==> config.mk <==
export PLATFORM = sky130hd
export DESIGN_NAME = cpu_prog_streamer
export DESIGN_NICKNAME = d
export VERILOG_FILES = /design/src/rtl/cpu_prog_streamer.sv
export SDC_FILE = /design/constraint.sdc
export NUM_CORES = 1
export LEC_CHECK = 0
export BUFFER_PORTS_ARGS = -buffer_cell sky130_fd_sc_hd__buf_2
export CORE_MARGIN = 3
export CORE_UTILIZATION = 55
export DETAILED_ROUTE_END_ITERATION = 10
export GPL_TIMING_DRIVEN = 0
export PLACE_DENSITY = 0.76
export SLEW_MARGIN = 20
export SYNTH_ARGS = -nofsm -noshare
export SYNTH_HDL_FRONTEND = slang
export SYNTH_SLANG_ARGS = --single-unit
==> constraint.sdc <==
create_clock -name clk -period 3.3 [get_ports clk]
set_input_delay 0.165 -clock clk [delete_from_list [all_inputs] [get_ports clk]]
set_output_delay 0.165 -clock clk [all_outputs]
set_load 0.1 [all_outputs]
==> src/rtl/cpu_prog_streamer.sv <==
// cpu_prog_streamer: resets the cpu, streams a stored program of 12-bit
// instruction words onto its data_in and captures every change of its
// 8-bit data_out into a small result FIFO.
module cpu_prog_streamer #(
  parameter int DEPTH       = 16,
  parameter int ADDR_W      = 4,
  parameter int HOLD_CYCLES = 10,
  parameter int RST_CYCLES  = 10,
  parameter int RES_DEPTH   = 8
) (
  input  logic              clk,
  input  logic              n_Rst,
  input  logic              load_we,
  input  logic [ADDR_W-1:0] load_addr,
  input  logic [11:0]       load_data,
  input  logic [ADDR_W:0]   prog_len,
  input  logic              start,
  output logic              cpu_n_Rst,
  output logic [11:0]       instr_out,
  input  logic [7:0]        cpu_data_out,
  output logic [7:0]        res_data,
  output logic              res_valid,
  input  logic              res_ready,
  output logic              busy,
  output logic              done,
  output logic              overflow
);

  localparam int RES_AW = $clog2(RES_DEPTH);
  localparam int PH_MAX = (HOLD_CYCLES > RST_CYCLES) ? HOLD_CYCLES : RST_CYCLES;
  localparam int PH_W   = $clog2(PH_MAX + 1);

  localparam logic [PH_W-1:0]   HOLD_LAST = PH_W'(HOLD_CYCLES - 1);
  localparam logic [PH_W-1:0]   RST_LAST  = PH_W'(RST_CYCLES - 1);
  localparam logic [ADDR_W:0]   LEN_MAX   = (ADDR_W+1)'(DEPTH);
  localparam logic [RES_AW:0]   RES_FULL  = (RES_AW+1)'(RES_DEPTH);

  typedef enum logic [2:0] {S_IDLE, S_RST, S_PRE, S_ISSUE, S_DRAIN} state_t;

  state_t              state_q, state_d;
  logic [PH_W-1:0]     phase_q, phase_d;
  logic [ADDR_W-1:0]   idx_q, idx_d;
  logic [ADDR_W:0]     len_q, len_d;
  logic [7:0]          prev_q, prev_d;
  logic                cpu_n_rst_q, cpu_n_rst_d;
  logic [11:0]         instr_q, instr_d;
  logic                busy_q, busy_d;
  logic                done_q, done_d;
  logic                ovf_q, ovf_d;
  logic [RES_AW-1:0]   wr_ptr_q, wr_ptr_d;
  logic [RES_AW-1:0]   rd_ptr_q, rd_ptr_d;
  logic [RES_AW:0]     count_q, count_d;
  logic [7:0]          res_data_q, res_data_d;
  logic                res_valid_q, res_valid_d;

  logic [11:0]         prog_mem_q [DEPTH];
  logic [7:0]          fifo_mem_q [RES_DEPTH];

  logic flush, push, pop, full, push_ok, prog_we;

  // Sequencer: next state, phase counter, word index and latched length
  always_comb begin
    state_d = state_q;
    phase_d = phase_q;
    idx_d   = idx_q;
    len_d   = len_q;
    flush   = 1'b0;
    case (state_q)
      S_IDLE: begin
        if (start) begin
          state_d = S_RST;
          phase_d = '0;
          flush   = 1'b1;
          len_d   = (prog_len > LEN_MAX) ? LEN_MAX : prog_len;
        end
      end
      S_RST: begin
        if (phase_q == RST_LAST) begin
          state_d = S_PRE;
          phase_d = '0;
        end else begin
          phase_d = phase_q + PH_W'(1);
        end
      end
      S_PRE: begin
        if (phase_q == HOLD_LAST) begin
          phase_d = '0;
          idx_d   = '0;
          state_d = (len_q != '0) ? S_ISSUE : S_DRAIN;
        end else begin
          phase_d = phase_q + PH_W'(1);
        end
      end
      S_ISSUE: begin
        if (phase_q == HOLD_LAST) begin
          phase_d = '0;
          if ({1'b0, idx_q} == len_q - (ADDR_W+1)'(1)) begin
            state_d = S_DRAIN;
          end else begin
            idx_d = idx_q + ADDR_W'(1);
          end
        end else begin
          phase_d = phase_q + PH_W'(1);
        end
      end
      S_DRAIN: begin
        if (phase_q == HOLD_LAST) begin
          state_d = S_IDLE;
          phase_d = '0;
        end else begin
          phase_d = phase_q + PH_W'(1);
        end
      end
      default: state_d = S_IDLE;
    endcase
  end

  // Change detector on cpu_data_out; previous value cleared while in RST
  always_comb begin
    push   = (state_q == S_PRE || state_q == S_ISSUE || state_q == S_DRAIN) &&
             (cpu_data_out != prev_q);
    prev_d = prev_q;
    if (state_q == S_RST) begin
      prev_d = '0;
    end else if (push) begin
      prev_d = cpu_data_out;
    end
  end

  // Result FIFO pointers, occupancy, sticky overflow and registered head
  always_comb begin
    pop      = res_valid_q && res_ready;
    full     = (count_q == RES_FULL);
    push_ok  = push && (!full || pop);
    ovf_d    = ovf_q || (push && full && !pop);
    wr_ptr_d = wr_ptr_q;
    rd_ptr_d = rd_ptr_q;
    count_d  = count_q;
    if (flush) begin
      ovf_d    = 1'b0;
      wr_ptr_d = '0;
      rd_ptr_d = '0;
      count_d  = '0;
    end else begin
      if (push_ok) wr_ptr_d = wr_ptr_q + RES_AW'(1);
      if (pop)     rd_ptr_d = rd_ptr_q + RES_AW'(1);
      if (push_ok && !pop)      count_d = count_q + (RES_AW+1)'(1);
      else if (!push_ok && pop) count_d = count_q - (RES_AW+1)'(1);
    end
    res_valid_d = (count_d != '0);
    // Head register: the slot being written this cycle is not yet in
    // fifo_mem_q, so take it straight from the input when it becomes head.
    if (count_d == '0) begin
      res_data_d = '0;
    end else if (push_ok && (wr_ptr_q == rd_ptr_d)) begin
      res_data_d = cpu_data_out;
    end else begin
      res_data_d = fifo_mem_q[rd_ptr_d];
    end
  end

  // Registered cpu-facing and status outputs derived from the next state
  always_comb begin
    prog_we     = load_we && (state_q == S_IDLE);
    cpu_n_rst_d = (state_d == S_PRE) || (state_d == S_ISSUE) || (state_d == S_DRAIN);
    busy_d      = (state_d != S_IDLE);
    done_d      = (state_q == S_DRAIN) && (state_d == S_IDLE);
    instr_d     = (state_d == S_ISSUE) ? prog_mem_q[idx_d] : '0;
  end

  // State and output registers with synchronous active-low reset
  always_ff @(posedge clk) begin
    if (!n_Rst) begin
      state_q     <= S_IDLE;
      phase_q     <= '0;
      idx_q       <= '0;
      len_q       <= '0;
      prev_q      <= '0;
      cpu_n_rst_q <= 1'b0;
      instr_q     <= '0;
      busy_q      <= 1'b0;
      done_q      <= 1'b0;
      ovf_q       <= 1'b0;
      wr_ptr_q    <= '0;
      rd_ptr_q    <= '0;
      count_q     <= '0;
      res_data_q  <= '0;
      res_valid_q <= 1'b0;
    end else begin
      state_q     <= state_d;
      phase_q     <= phase_d;
      idx_q       <= idx_d;
      len_q       <= len_d;
      prev_q      <= prev_d;
      cpu_n_rst_q <= cpu_n_rst_d;
      instr_q     <= instr_d;
      busy_q      <= busy_d;
      done_q      <= done_d;
      ovf_q       <= ovf_d;
      wr_ptr_q    <= wr_ptr_d;
      rd_ptr_q    <= rd_ptr_d;
      count_q     <= count_d;
      res_data_q  <= res_data_d;
      res_valid_q <= res_valid_d;
    end
  end

  // Program memory write port, open only while idle; survives reset
  always_ff @(posedge clk) begin
    if (prog_we) prog_mem_q[load_addr] <= load_data;
  end

  // FIFO storage write
  always_ff @(posedge clk) begin
    if (push_ok) fifo_mem_q[wr_ptr_q] <= cpu_data_out;
  end

  assign cpu_n_Rst = cpu_n_rst_q;
  assign instr_out = instr_q;
  assign busy      = busy_q;
  assign done      = done_q;
  assign overflow  = ovf_q;
  assign res_data  = res_data_q;
  assign res_valid = res_valid_q;

endmodule

# --- Word level (Yosys, flattened, before mapping) ---
# Memory sizes are Yosys's and may differ from the RTL's. A register that Yosys moved wholly into a read port is not among the register bits.
# Index checks and enable logic that the tools add are counted.
word_totals:
  n_memories: 2
  wordCells: 96
  output_inout_bits: 25
  ramBits: 256
  ff_bits: 39
  in_bits: 34
op_classes:
  reduce_logical: 33
  n_lt_le_gt_ge: 1
  bitwise: 1
  n_eq_ne: 12
  n_mux: 27
  n_addsub: 7
mem_list:
  columns: ["name", "words", "word_bits", "rd", "rd_clocked_by_memory_dff", "write_ports", "line_no", "rtl"]
  rows:
  - ["prog_mem_q", 16, 12, 1, 1, 1, "56", "logic [11:0] prog_mem_q [DEPTH];"]
  - ["fifo_mem_q", 8, 8, 1, 1, 1, "57", "logic [7:0] fifo_mem_q [RES_DEPTH];"]
op_table:
  columns: ["cell", "n"]
  rows:
  - ["two-way mux 4 bit", 8]
  - ["two-way mux 3 bit", 9]
  - ["case mux 4 bit (2 select lines)", 2]
  - ["case mux 3 bit (5 select lines)", 1]
  - ["adder 4 x 1 -> 4 bit, second input constant", 3]
  - ["== test 3 x 2 -> 1 bit, second input constant", 4]
  - ["logical AND 1 bit", 9]
  - ["== test 4 bit, second input constant", 2]
  - ["inequality test 8 bit", 1]
  - ["adder 3 x 1 -> 3 bit, second input constant", 2]
  - ["== test 3 bit, second input constant", 2]
  - ["zero test 3 bit", 2]
  - ["logical OR 1 bit", 6]
  - ["two-way mux 1 bit", 6]
  - ["AND reduction 2 bit", 3]
  - ["OR reduction 2 bit", 3]
  - ["== test 4 x 5 -> 1 bit", 1]
  - ["> comparator 5 bit, second input constant", 1]
  - ["two-way mux 5 bit", 1]
  - ["nonzero test 5 bit", 1]
  - ["subtractor 5 x 1 -> 5 bit, second input constant", 1]
  - ["zero test 1 bit", 4]
  - ["zero test 4 bit", 1]
  - ["nonzero test 4 bit", 1]
  - ["7 further kinds", 7]

# --- Depth between registers and ports, before layout ---
depth:
  word_depth: 12
  depth_mapped: 14
  mapped_depth_nobuf: 11

# --- Worst setup path after synthesis ---
# No wires, ideal clock.
synth_timing:
  path_kind: "register to register"
  from: "register len_q[0]"
  to: "register instr_q[10], in the netlist instr_out[10], read port of prog_mem_q"
  period_less_slack_ns: 3.186
  path_buffers: 3
  path_slack_ns: 0.114
  required_time_ns: 3.175
  path_stages_with_launch: 13
  setup_time_ns: 0.125
  arrival_ns: 3.061
  path_cell_list: "dfxtp_1 > inv_1 > ha_1 > o21ba_1 > a221o_1 > a211o_1 > buf_6 > a211oi_4 > buf_6 > buf_2 > mux4_2 > a32oi_1 > nand3_1"
synth_between:
  elab_chain_cells: 8
  elab_cells_between_ends: 14
  classes_between: "1 x add/sub; 2 x eq/ne; 8 x mux; 3 x reduce/logical"
synth_lines:
  columns: ["item", "line_no", "rtl"]
  rows:
  - ["start, declared", "43", "logic [ADDR_W:0] len_q, len_d;"]
  - ["start signal, assigned", "193", "len_q <= len_d;"]
  - ["subtractor 5 x 1 -> 5 bit", "97", "if ({1'b0, idx_q} == len_q - (ADDR_W+1)'(1)) begin"]
  - ["== test 4 x 5 -> 1 bit", "97", null]
  - ["two-way mux 3 bit", "97", null]
  - ["two-way mux 3 bit", "95", "if (phase_q == HOLD_LAST) begin"]
  - ["case mux 3 bit (5 select lines)", "68", "case (state_q)"]
  - ["== test 3 x 2 -> 1 bit", "168", "instr_d = (state_d == S_ISSUE) ? prog_mem_q[idx_d] : '0;"]
  - ["AND reduction 2 bit (no line)", null, null]
  - ["zero test 1 bit (no line)", null, null]
  - ["end, declared", "46", "logic [11:0] instr_q, instr_d;"]
# Several ways; a longest one is shown, not always the timed one.
# A chain may end at the register's enable or synchronous reset.

# --- Final worst setup path ---
layout_timing:
  from: "register len_q[1]"
  to: "register instr_q[3], in the netlist instr_out[3], read port of prog_mem_q"
# Same word-level chain as after synthesis.

==> out/summary.txt <==
Ys async rst share = 0%
H-tree depth = 1
Synthesized flop and latch total = 315
CTS Buffer Depth = 3
Number of global-route vias before repair = 8449
First-pass DRT Iterations = 5
CP arrival = 3.66 ns
Core area = 22230 sq um
Most common cell after layout, fill and taps aside = edfxtp_1
Clock root buffer = clkbuf_16
DP Wirelength = 19190 um
WL final = 29770 um
Die H = 157.6 um
Antenna-violating nets left = 0
Netlist Area Pre-Place = 12640 sq um
DRC Markers = 0
Grt ovf = 0
Clock tree sinks = 315
Combinational power share = 9.1%
Via/cell ratio = 6.051
Unrepaired setup endpoints after global routing = true
Syn_area_per_cell = 12.68 sq um
Max Freq = 308.5 MHz
Initial antenna violation count = 0
CTS tree = yes
Library cells used by synthesis = 59
Worst skew pair latency = 0.56 ns
Area Overhead vs Synth = 18.05%
Synth top area share = 60.81%
Worst-Margin Slew = 1.021 ns
DP Worst Slack = -0.7982 ns
N_diodes = 0
Number of top-level pins = 59
Largest net degree at the start of global routing = 17
Die Area = 24840 sq um
Port bufs = 57
YS warnings = 0
Synthesized instance count = 997
Synth Flop Type = edfxtp_1
Initial Util = 56.87%
Row count = 54
Final core occ = 67.13%
Sequential group share of total power = 51.0%
Psw = 2.073 mW
Switching share of total power = 24.02%
Status = completed
Final Cycle Share = 98.22%
Leakage = 5.390 nW
Post-synthesis sequential area ratio = 70.16%
Hold Fails Final Rpt = 0
Clock transition at path regs = 0.06 ns
Max_cap viols = 0
GP Congestion = 0.8683
Max-slew violations = 0
Hold Crit Class = in2reg
Share of cells above drive strength 1 = 18.73%
Nets = 1166
Setup Skew = 0.02559 ns
Clock share of power = 39.9%
Setup CP Type = reg2reg
Post-synth EDFFs = 256
Drt initial violations = 973
First-pass GRT wire length = 46450 um
Die width = 157.6 um
Synth area leaders = edfxtp_1 (61%), dfxtp_1 (9.3%), nand2_1 (5.8%)
Filler instances = 1513
Number of buffers created by CTS = 31
Critical path required time = 3.72 ns
Relative slew margins = 31.35%
Crit path max fanout = 6
Int Pwr = 6.555 mW
Wire per inst = 20.84 um
Minimum clock period = 3.241 ns
# setup viols final = 0
Syn nets = 1039
Crit end category = register
Final WS setup = 0.05868 ns
All-Layer GR Usage = 24.06%
Commonest non-fill, non-tap cells in the layout = edfxtp_1 (256), nand2_1 (194), buf_2 (64), nor2_1 (64), a21oi_1 (59)
Leading area contributor after synthesis = edfxtp_1
Peak supply drop = 0.4656 mV
Pwr/cell area = 578.2 nW/um^2
Critical path startpoint category = register
Via count = 8641
[repair_timing]
action / in CTS / in global routing
hold endpoints to repair: 184 / 0
cloned: 2 / 0
resized for setup: 42 / 36
setup buffers: 8 / 4
hold buffers: 19 / 0
pin swaps: 11 / 4
setup endpoints to repair: 52 / 29
[critical path: stages, from the launching register on]
cell       delay [ns]
dfxtp_2          0.34
inv_2            0.05
ha_4             0.16
o21ba_1          0.16
a221o_1          0.34
a211o_1          0.30
buf_6            0.14
a211oi_4         0.36
buf_6            0.23
buf_6            0.12
mux2i_2          0.20
mux2_4           0.18
a211oi_2         0.08
a2bb2oi_2        0.14
a221o_1          0.31
[worst paths after layout]
| check | depth (start not counted) | end | start | slack, ns |
|---|---|---|---|---|
| worst min-delay path | 3 | len_q[4] | start | 0.02 |
| worst max register to register | 14 | instr_out[3] | len_q[1] | 0.06 |
| worst max-delay path | 14 | instr_out[3] | len_q[1] | 0.06 |
| worst min register to register | 2 | overflow | overflow | 0.48 |
[metrics by stage]
step,power [mW],instances,hold slack [ns],setup TNS (ns),area (sq um)
3_5_place_dp,5.233,1338,0.4614,-8.679,13360
5_1_grt,8.876,1428,0.02173,-0.05156,14920
3_3_place_gp,5.212,1334,0.4554,-30.60,13280
2_1_floorplan,5.021,997,0.2639,0,12640
6_report,8.628,1428,0.01653,0,14920
4_1_cts,8.639,1424,0.001324,0,14780
[layout make-up]
type / count / area (sq um) / area share, %
sequential: 315 / 8871 / 59.44
buffer: 53 / 294.0 / 1.970
clock buffer: 39 / 825.8 / 5.534
multi-input combinational: 619 / 3729 / 24.99
tap: 280 / 350.3 / 2.348
timing repair buffer: 94 / 645.6 / 4.326
clock inverter: 18 / 170.2 / 1.140
inverter: 10 / 37.54 / 0.2515
[state kept, by name, summed over array words and instances (netlist names)]
register,flops
busy,1
count_q,4
cpu_n_Rst,1
done,1
fifo_mem_q,64
idx_q,4
instr_out,12
len_q,5
overflow,1
phase_q,4
prev_q,8
prog_mem_q,192
rd_ptr_q,3
res_data,8
res_valid,1
state_q,3
wr_ptr_q,3
[cells by family (layout without fill, tap and decap cells)]
| logic type | count (synthesis) | in the layout | synth area share, % |
|---|---|---|---|
| mux | 26 | 26 | 2.969 |
| compound gates | 169 | 169 | 8.928 |
| buf+inv | 63 | 214 | 2.138 |
| xor+xnor | 20 | 20 | 1.386 |
| flops | 315 | 315 | 70.16 |
| fa+ha+maj | 8 | 8 | 0.7919 |
| simple gates | 396 | 396 | 13.63 |
[power groups by stage]
stage | clock network (mW) | registers [mW] | logic [mW]
floorplan | 0 | 4.75 | 0.275
CTS | 3.47 | 4.40 | 0.772
detailed placement | 0 | 4.48 | 0.748
global route | 3.63 | 4.41 | 0.842
global placement | 0 | 4.48 | 0.731
finish | 3.44 | 4.40 | 0.786
[per-layer routing]
layer	share of wire (%)	GRT usage (%)	wire, um	vias up
met2	47	38.37	14120	424
met1	42	35.12	12400	4200
met4	2.0	6.942	600	0
met3	8.9	3.445	2642	59
li1	-	-	-	3958
met5	0	0	0	-
[cells in the mapped netlist (2+ instances only)]
cell type	number
a221o_1	4
a22oi_1	3
inv_1	9
a211o_1	2
nand2_1	194
o21ai_0	24
buf_2	15
clkbuf_1	32
nand4_1	4
nor4_1	2
and3_1	9
buf_1	4
nor3_1	27
o22ai_1	2
mux2_2	2
o211a_1	8
a211oi_1	2
xnor2_1	8
a21oi_1	61
buf_6	2
o211ai_1	2
or3_1	3
a31oi_1	15
edfxtp_1	256
o221ai_1	16
xor2_1	12
nor2b_1	4
a21o_1	3
o21ai_1	4
ha_1	8
nand3_1	52
a221oi_1	2
dfxtp_1	59
and2_1	4
nor2_1	78
mux2i_1	15
nand2b_1	7
mux4_2	9
nor3b_1	4
a32oi_1	10
nand4b_1	2
No activity file was read; power rests on OpenSTA's default activity.
